==> src/rtl/uart_byte_tx.sv <==
// Byte-wide UART transmitter: small input FIFO feeding an 8N1 serializer
// with optional even parity, back-to-back frames when bytes are queued.
module uart_byte_tx #(
  parameter int CLKS_PER_BIT = 104,
  parameter int FIFO_DEPTH   = 4,
  parameter int PARITY_EN    = 0
) (
  input  logic                        clk,
  input  logic                        rst,
  input  logic [7:0]                  in_data,
  input  logic                        in_valid,
  output logic                        in_ready,
  output logic                        tx,
  output logic                        busy,
  output logic                        tx_done,
  output logic [$clog2(FIFO_DEPTH):0] fifo_count
);

  localparam int AW = $clog2(FIFO_DEPTH);
  localparam int CW = AW + 1;
  localparam int BW = $clog2(CLKS_PER_BIT);

  localparam logic [CW-1:0] DEPTH_C  = CW'(FIFO_DEPTH);
  localparam logic [BW-1:0] BAUD_MAX = BW'(CLKS_PER_BIT - 1);

  typedef enum logic [2:0] {
    S_IDLE,
    S_START,
    S_DATA,
    S_PARITY,
    S_STOP
  } state_t;

  logic [7:0]    r_mem [FIFO_DEPTH];
  logic [AW-1:0] r_wr_ptr;
  logic [AW-1:0] r_rd_ptr;
  logic [CW-1:0] r_count;

  logic          w_push;
  logic          w_pop;
  logic [7:0]    w_head;

  state_t        r_state;
  logic [BW-1:0] r_baud;
  logic [2:0]    r_bit;
  logic [7:0]    r_shift;
  logic          r_par;
  logic          r_tx;

  state_t        w_state;
  logic [BW-1:0] w_baud;
  logic [2:0]    w_bit;
  logic [7:0]    w_shift;
  logic          w_par;
  logic          w_tx;
  logic          w_load;
  logic          w_bit_end;

  // in_ready comes from the registered count only; a pop never
  // reopens the FIFO in the same cycle.
  assign in_ready   = (r_count < DEPTH_C);
  assign w_push     = in_valid && in_ready;
  assign w_head     = r_mem[r_rd_ptr];
  assign fifo_count = r_count;

  always_ff @(posedge clk) begin
    if (w_push) begin
      r_mem[r_wr_ptr] <= in_data;
    end
  end

  always_ff @(posedge clk or posedge rst) begin
    if (rst) begin
      r_wr_ptr <= '0;
      r_rd_ptr <= '0;
      r_count  <= '0;
    end else begin
      if (w_push) begin
        r_wr_ptr <= r_wr_ptr + AW'(1);
      end
      if (w_pop) begin
        r_rd_ptr <= r_rd_ptr + AW'(1);
      end
      case ({w_push, w_pop})
        2'b10:   r_count <= r_count + CW'(1);
        2'b01:   r_count <= r_count - CW'(1);
        default: r_count <= r_count;
      endcase
    end
  end

  assign w_bit_end = (r_baud == BAUD_MAX);

  always_comb begin
    w_state = r_state;
    w_bit   = r_bit;
    w_shift = r_shift;
    w_par   = r_par;
    w_tx    = r_tx;
    w_load  = 1'b0;
    w_pop   = 1'b0;
    if (r_state == S_IDLE || w_bit_end) begin
      w_baud = '0;
    end else begin
      w_baud = r_baud + BW'(1);
    end

    unique case (r_state)
      S_IDLE: begin
        w_tx = 1'b1;
        if (r_count != '0) begin
          w_load = 1'b1;
        end
      end
      S_START: begin
        if (w_bit_end) begin
          w_state = S_DATA;
          w_bit   = 3'd0;
          w_tx    = r_shift[0];
        end
      end
      S_DATA: begin
        if (w_bit_end) begin
          if (r_bit == 3'd7) begin
            if (PARITY_EN != 0) begin
              w_state = S_PARITY;
              w_tx    = r_par;
            end else begin
              w_state = S_STOP;
              w_tx    = 1'b1;
            end
          end else begin
            w_bit   = r_bit + 3'd1;
            w_shift = {1'b0, r_shift[7:1]};
            w_tx    = r_shift[1];
          end
        end
      end
      S_PARITY: begin
        if (w_bit_end) begin
          w_state = S_STOP;
          w_tx    = 1'b1;
        end
      end
      S_STOP: begin
        if (w_bit_end) begin
          if (r_count != '0) begin
            w_load = 1'b1;
          end else begin
            w_state = S_IDLE;
            w_tx    = 1'b1;
          end
        end
      end
      default: begin
        w_state = S_IDLE;
        w_tx    = 1'b1;
      end
    endcase

    // Same load path from IDLE and from the last stop cycle, so
    // queued bytes follow with no idle gap.
    if (w_load) begin
      w_pop   = 1'b1;
      w_state = S_START;
      w_shift = w_head;
      w_par   = ^w_head;
      w_tx    = 1'b0;
      w_baud  = '0;
    end
  end

  always_ff @(posedge clk or posedge rst) begin
    if (rst) begin
      r_state <= S_IDLE;
      r_baud  <= '0;
      r_bit   <= '0;
      r_shift <= '0;
      r_par   <= 1'b0;
      r_tx    <= 1'b1;
    end else begin
      r_state <= w_state;
      r_baud  <= w_baud;
      r_bit   <= w_bit;
      r_shift <= w_shift;
      r_par   <= w_par;
      r_tx    <= w_tx;
    end
  end

  assign tx      = r_tx;
  assign busy    = (r_state != S_IDLE);
  assign tx_done = (r_state == S_STOP) && w_bit_end;

endmodule

==> config.mk <==
export PLATFORM = sky130hd
export DESIGN_NAME = uart_byte_tx
export DESIGN_NICKNAME = d
export VERILOG_FILES = /design/src/rtl/uart_byte_tx.sv
export SDC_FILE = /design/constraint.sdc
export NUM_CORES = 1
export LEC_CHECK = 0
export ABC_AREA = 1
export ABC_CLOCK_PERIOD_IN_PS = 2400
export CAP_MARGIN = 15
export CORE_MARGIN = 2
export CORE_UTILIZATION = 52
export CTS_BUF_LIST = sky130_fd_sc_hd__clkbuf_4 sky130_fd_sc_hd__clkbuf_8 sky130_fd_sc_hd__clkbuf_16
export DETAILED_ROUTE_END_ITERATION = 12
export MAX_ROUTING_LAYER = met4
export PLACE_DENSITY = 0.7
export REMOVE_ABC_BUFFERS = 1
export SKIP_LAST_GASP = 1
export SYNTH_ARGS = -nofsm -noshare
export SYNTH_HDL_FRONTEND = slang
export SYNTH_SLANG_ARGS = --single-unit
==> constraint.sdc <==
create_clock -name clk -period 2.4 [get_ports clk]
set_clock_uncertainty 0.15 [all_clocks]
set_input_delay 0.48 -clock clk [delete_from_list [all_inputs] [get_ports clk]]
set_output_delay 0.48 -clock clk [all_outputs]
set_load 0.005 [all_outputs]
==> results of run 1 <==
[Yosys cell counts (all sizes together)]
library cell | instances | area, um^2
o22ai | 6 | 37.54
nor3b | 2 | 15.01
clkbuf | 2 | 7.510
dfstp | 1 | 26.28
o21ai | 25 | 125.1
a21boi | 1 | 7.510
nor2 | 40 | 162.6
edfxtp | 32 | 960.9
xor2 | 4 | 35.03
nand2 | 52 | 202.7
nand4 | 2 | 12.51
inv | 22 | 82.58
nor3 | 1 | 5.000
xnor2 | 2 | 17.52
clkinv | 1 | 5.000
a21oi | 3 | 18.77
ha | 8 | 100.1
nand3 | 25 | 125.1
dfrtp | 28 | 700.7
fa | 1 | 20.02
buf | 3 | 21.27
[cell type report]
cell class | instances | area [um^2]
fillers | 388 | 1763
flip-flops and latches | 61 | 1688
multi-input cells | 172 | 894.6
repair buffers | 31 | 274.0
clock buffers | 9 | 123.9
clock inverters | 7 | 123.9
inverters | 23 | 87.58
well taps | 70 | 87.58
[power by group]
| group | total (mW) | leakage, nW | switching, mW | internal, mW |
|---|---|---|---|---|
| clock network | 1.11 | 0.120 | 0.418 | 0.694 |
| registers | 1.28 | 0.642 | 0.0530 | 1.23 |
| logic | 0.366 | 0.625 | 0.194 | 0.172 |
[flip-flops by register name, summed over array words and instances (netlist names)]
| name | count |
|---|---|
| r_mem | 32 |
| r_shift | 8 |
| r_baud | 7 |
| fifo_count | 3 |
| r_bit | 3 |
| r_state | 3 |
| r_rd_ptr | 2 |
| r_wr_ptr | 2 |
| tx | 1 |
[critical path, delay by kind of cell, from the launching register on]
kind | cells | cell delay [ns]
fa+ha+maj | 1 | 0.20
flops | 1 | 0.38
buf+inv | 2 | 0.38
simple gates | 4 | 0.34
[stage by stage]
stage	area, um^2	power (mW)	std cells
after CTS	3269	2.782	372
final	3279	2.760	373
after detailed placement	3000	1.675	354
after global placement	3000	1.658	354
after floorplan	2660	1.487	256
after global routing	3279	2.897	373
[repair_timing]
item / 4_1_cts / 5_1_grt
endpoints found under the setup margin: 1 / 1
setup buffers: 2 / 1
hold buffers: 0 / 0
gates resized for setup: 3 / 2
[final timing paths]
kind	to	slack [ns]
worst min register to register	r_shift[6]$_DFFE_PP0P_	0.33
worst max register to register	fifo_count[2]$_DFFE_PP0P_	0.20
worst max-delay path	tx_done	0.13
max in group asynchronous	tx$_DFFE_PP1P_	1.43
worst min-delay path	r_shift[6]$_DFFE_PP0P_	0.33
min in group asynchronous	r_baud[4]$_DFF_PP0_	0.36
[kinds of logic (layout without fill, tap and decap cells)]
kind of cell | count (synthesis) | in the layout | share of synthesized area
and+or+nand+nor | 122 | 122 | 0.1945
DFF | 61 | 61 | 0.6277
AOI/OAI and AO/OA | 35 | 35 | 0.07027
buffers and inverters | 28 | 70 | 0.04328
adders and majority gates | 9 | 9 | 0.04467
xor gates and xnor gates | 6 | 6 | 0.01954
[layer usage]
layer	global-route usage	up-vias	share of wire
li1	-	948	-
met1	0.2272	900	0.47
met2	0.3063	37	0.48
met3	0.03333	14	0.028
met4	0.1091	0	0.024
met5	-	-	0
==> results_dict.tcl, run 1 <==
set metrics [dict create \
    cts_htree_levels 3 \
    cp-end-kind "output port" \
    path_cells "ha_2 > nand2_2 > nor2_4 > nand2_2 > buf_4 > nor2_1 > dlygate4sd2_1" \
    antenna_found_initial 0 \
    rsz0062_at_grt "false" \
    layout-drive-gt1-share 0.1419 \
    port_buffers 17 \
    place.gp.congestion 0.8673 \
    place_hpwl_mm 3.206 \
    maxCapViolCount 0 \
    finalHoldWorstSlack_ns 0.3335 \
    hold_class "reg2reg" \
    diodes 0 \
    whs_path_depth 2 \
    fin_crit_ns 2.269 \
    ys_ff_latch 61 \
    layout_commonest_cell "nand2_1" \
    reg2regPathDepth 13 \
    areaGrowthSynthToFinish_pct 21.96 \
    critPathArrivalTime_ns 1.64 \
    dieHeight_um 75.91 \
    drt_iter0_drc 148 \
    clockBufferDepth 2 \
    worstSetupPathType "reg2out" \
    tns_ns 0 \
    outcome "complete, no violations" \
    fp.dieArea_mm2 0.005762 \
    synth-seq-area-share 0.6277 \
    final_cell_mix "nand2_1 (49), nor2_1 (37), edfxtp_1 (32)" \
    ios 18 \
    slowest_stage "dfrtp_1" \
    worstPathRequired_ns 1.77 \
    synth.avg_cell_area_um2 10.30 \
    die_width_um 75.91 \
    gr-total-overflow 0 \
    routed_wirelength_mm 4.773 \
    startpoint "r_baud[0]$_DFF_PP0_" \
    slowest_delay_ns 0.38 \
    drv_slew 0 \
    drc 0 \
    clock_latency_ns 0.33 \
    worst_pin_slew_ns 0.4862 \
    yosysWarnings 0 \
    cts_tree "built" \
    reg2reg_from "r_baud[0]$_DFF_PP0_" \
    fin_nets 318 \
    relSlewSlack 0.6755 \
    grt_pass1_wl_mm 8.362 \
    final_util 0.6504 \
    track_usage 0.1900 \
    setup_slack_ns 0.1311 \
    rows 26 \
    hold_violations 0 \
    wl_per_cell_um 12.80 \
    peakVddDrop_uv 562.8 \
    netlist-cell-type-count 28 \
    leakage_nw 1.386 \
    grt_max_degree 30 \
    cts_root_buf "clkbuf_8" \
    core_mm2 0.005042 \
    synthCells 261 \
    vias 1899 \
    place_ws_ns 0.09202 \
    cellPowerDensity_mw_per_mm2 841.8 \
    cpMostUsedCell "nand2_2" \
    clk_pin_slew_worst_paths_ns 0.07 \
    ant_nets 0 \
    grt_pass1_vias 1907 \
    syn_area_mm2 0.002689 \
    period_share 0.9454 \
    start_kind "flop" \
    worstHoldStart "r_shift[7]$_DFFE_PP0P_" \
    start_util 0.5333 \
    cts_buffers 9 \
    dr.pass1.iters 4 \
    setup_viol 0 \
    cts.sinks 61 \
    viasPerCell 5.091 \
    cp_max_fo 6 \
    fmax_mhz 440.8 \
]
Power figures use the tool's default switching activity.
==> run 2, diff against run 1 <==
==> constraint.sdc (replaced) <==
create_clock -name clk -period 2.4 [get_ports clk]
set_clock_uncertainty 0.15 [all_clocks]
set_input_delay 0.24 -clock clk [delete_from_list [all_inputs] [get_ports clk]]
set_output_delay 0.24 -clock clk [all_outputs]
set_load 0.005 [all_outputs]
==> results_dict.tcl, run 2 (synthesized netlist as in run 1, its figures left out) <==
set metrics [dict create \
    cts_buffers 9 \
    fill_cells 400 \
    leakage_nw 1.387 \
    die_width_um 75.91 \
    largest_registers "r_mem (32), r_shift (8), r_baud (7)" \
    ios 18 \
    path_depth 13 \
    reg2regPathDepth 13 \
    gr-total-overflow 0 \
    reg2reg_from "r_baud[0]$_DFF_PP0_" \
    clock_latency_ns 0.33 \
    slowest_stage "dfrtp_1" \
    dieHeight_um 75.91 \
    grt_pass1_wl_mm 8.383 \
    cts_htree_levels 3 \
    worstSetupPathType "reg2reg" \
    drc 0 \
    fin_nets 317 \
    worstPathRequired_ns 2.46 \
    cts.sinks 61 \
    clockBufferDepth 2 \
    cpMostUsedCell "nand2_2" \
    rsz0062_at_grt "true" \
    cp-end-kind "flop" \
    rows 26 \
    crit_path_end "fifo_count[2]$_DFFE_PP0P_" \
    drv_slew 0 \
    final_cell_mix "nand2_1 (49), nor2_1 (37), edfxtp_1 (32)" \
    cts_root_buf "clkbuf_8" \
    core_mm2 0.005042 \
    viasPerCell 4.962 \
    antenna_found_initial 0 \
    critPathArrivalTime_ns 2.27 \
    diodes 0 \
    path_cells "ha_2 > nand2_2 > nor2_4 > nand2_2 > nand2_1 > nand2_2 > clkinv_2 > ha_1 > inv_1 > fa_2 > a21oi_2 > o21ai_0 > xor2_1" \
    wl_per_cell_um 12.38 \
    layout_commonest_cell "nand2_1" \
    p_total_mw 2.719 \
    relSlewSlack 0.6603 \
    cts_tree "built" \
    hold_class "in2async" \
    cp_max_fo 4 \
    fin_crit_ns 2.212 \
    regToRegSetupSlack_ns 0.19 \
    tns_ns 0 \
    routed_wirelength_mm 4.607 \
    ant_nets 0 \
    fmax_mhz 452.1 \
    regArea_mm2 0.001688 \
    final_cells 372 \
    areaGrowthSynthToFinish_pct 21.59 \
    top_register "r_mem" \
    clk_pin_slew_worst_paths_ns 0.06 \
    vias 1846 \
    final_util 0.6484 \
    multi_input_area_um2 898.4 \
    drt_iter0_drc 98 \
    period_share 0.9216 \
    port_buffers 17 \
    largest_register_ffs 32 \
    critPathBufInv 2 \
    dr.pass1.iters 4 \
    layout-drive-gt1-share 0.1391 \
    maxCapViolCount 0 \
    slowest_delay_ns 0.39 \
    outcome "complete, no violations" \
    worst_pin_slew_ns 0.5090 \
    cellPowerDensity_mw_per_mm2 831.7 \
    startpoint "r_baud[0]$_DFF_PP0_" \
    grt_max_degree 30 \
    dp_cells 355 \
    setup_viol 0 \
    grt_pass1_vias 1868 \
    hold_violations 0 \
    place.gp.congestion 0.8821 \
    r2r_end "fifo_count[2]$_DFFE_PP0P_" \
    fp.dieArea_mm2 0.005762 \
    start_kind "flop" \
    peakVddDrop_uv 610.8 \
    track_usage 0.1927 \
    place_hpwl_mm 3.093 \
    start_util 0.5333 \
    path_delay_family "adder cells" \
]
-- run 2: cell type report --
type                            instances  share of cell area
Clock buffer                            9             0.03789
Clock inverter                          7             0.03483
Inverter                               23             0.02679
Multi-Input combinational cell        172              0.2748
Sequential cell                        61              0.5163
Tap cell                               70             0.02679
Timing Repair Buffer                   30             0.08266
-- run 2: metal layers --
layer | share of wire | global-route usage
met4 | 0.022 | 0.1073
met1 | 0.45 | 0.2338
met3 | 0.032 | 0.04048
met2 | 0.49 | 0.3036
met5 | 0 | -
-- run 2: worst min-delay path by stage --
stage,startpoint,endpoint,depth (start not counted)
finish,rst,fifo_count[2]$_DFFE_PP0P_,3
global route,rst,r_baud[4]$_DFF_PP0_,3
CTS,rst,r_bit[2]$_DFFE_PP0P_,3
detailed placement,r_bit[2]$_DFFE_PP0P_,r_bit[2]$_DFFE_PP0P_,2
global placement,r_baud[0]$_DFF_PP0_,r_baud[0]$_DFF_PP0_,1
floorplan,rst,fifo_count[0]$_DFFE_PP0P_,1
-- run 2: metrics by stage --
stage               setup WS (ns)  cell area (um^2)  hold slack (ns)
floorplan                -0.02256              2660           0.1674
global placement           0.1671              3008           0.3165
detailed placement         0.1190              3008           0.3252
CTS                       0.02697              3246           0.1195
global route             -0.02085              3269           0.1525
finish                     0.1882              3269           0.1195
-- run 2: where the power goes --
part	leakage, nW	total (mW)	switching [mW]	internal (mW)
combinational	0.632	0.365	0.192	0.172
sequential	0.642	1.28	0.0529	1.23
clock	0.113	1.07	0.388	0.684
total	1.39	2.72	0.633	2.09
-- run 2: worst register-to-register path: stages (launching register included) --
cell      delay, ns
dfrtp_1        0.39
ha_2           0.20
nand2_2        0.09
nor2_4         0.11
nand2_2        0.05
nand2_1        0.07
nand2_2        0.06
clkinv_2       0.05
ha_1           0.12
inv_1          0.07
fa_2           0.35
a21oi_2        0.13
o21ai_0        0.10
xor2_1         0.15
-- run 2: repair_timing --
action / 4_1_cts / 5_1_grt
resized for setup: 0 / 5
setup endpoints to repair: 0 / 2
buffers inserted: 0 / 1
hold buffers: 0 / 0
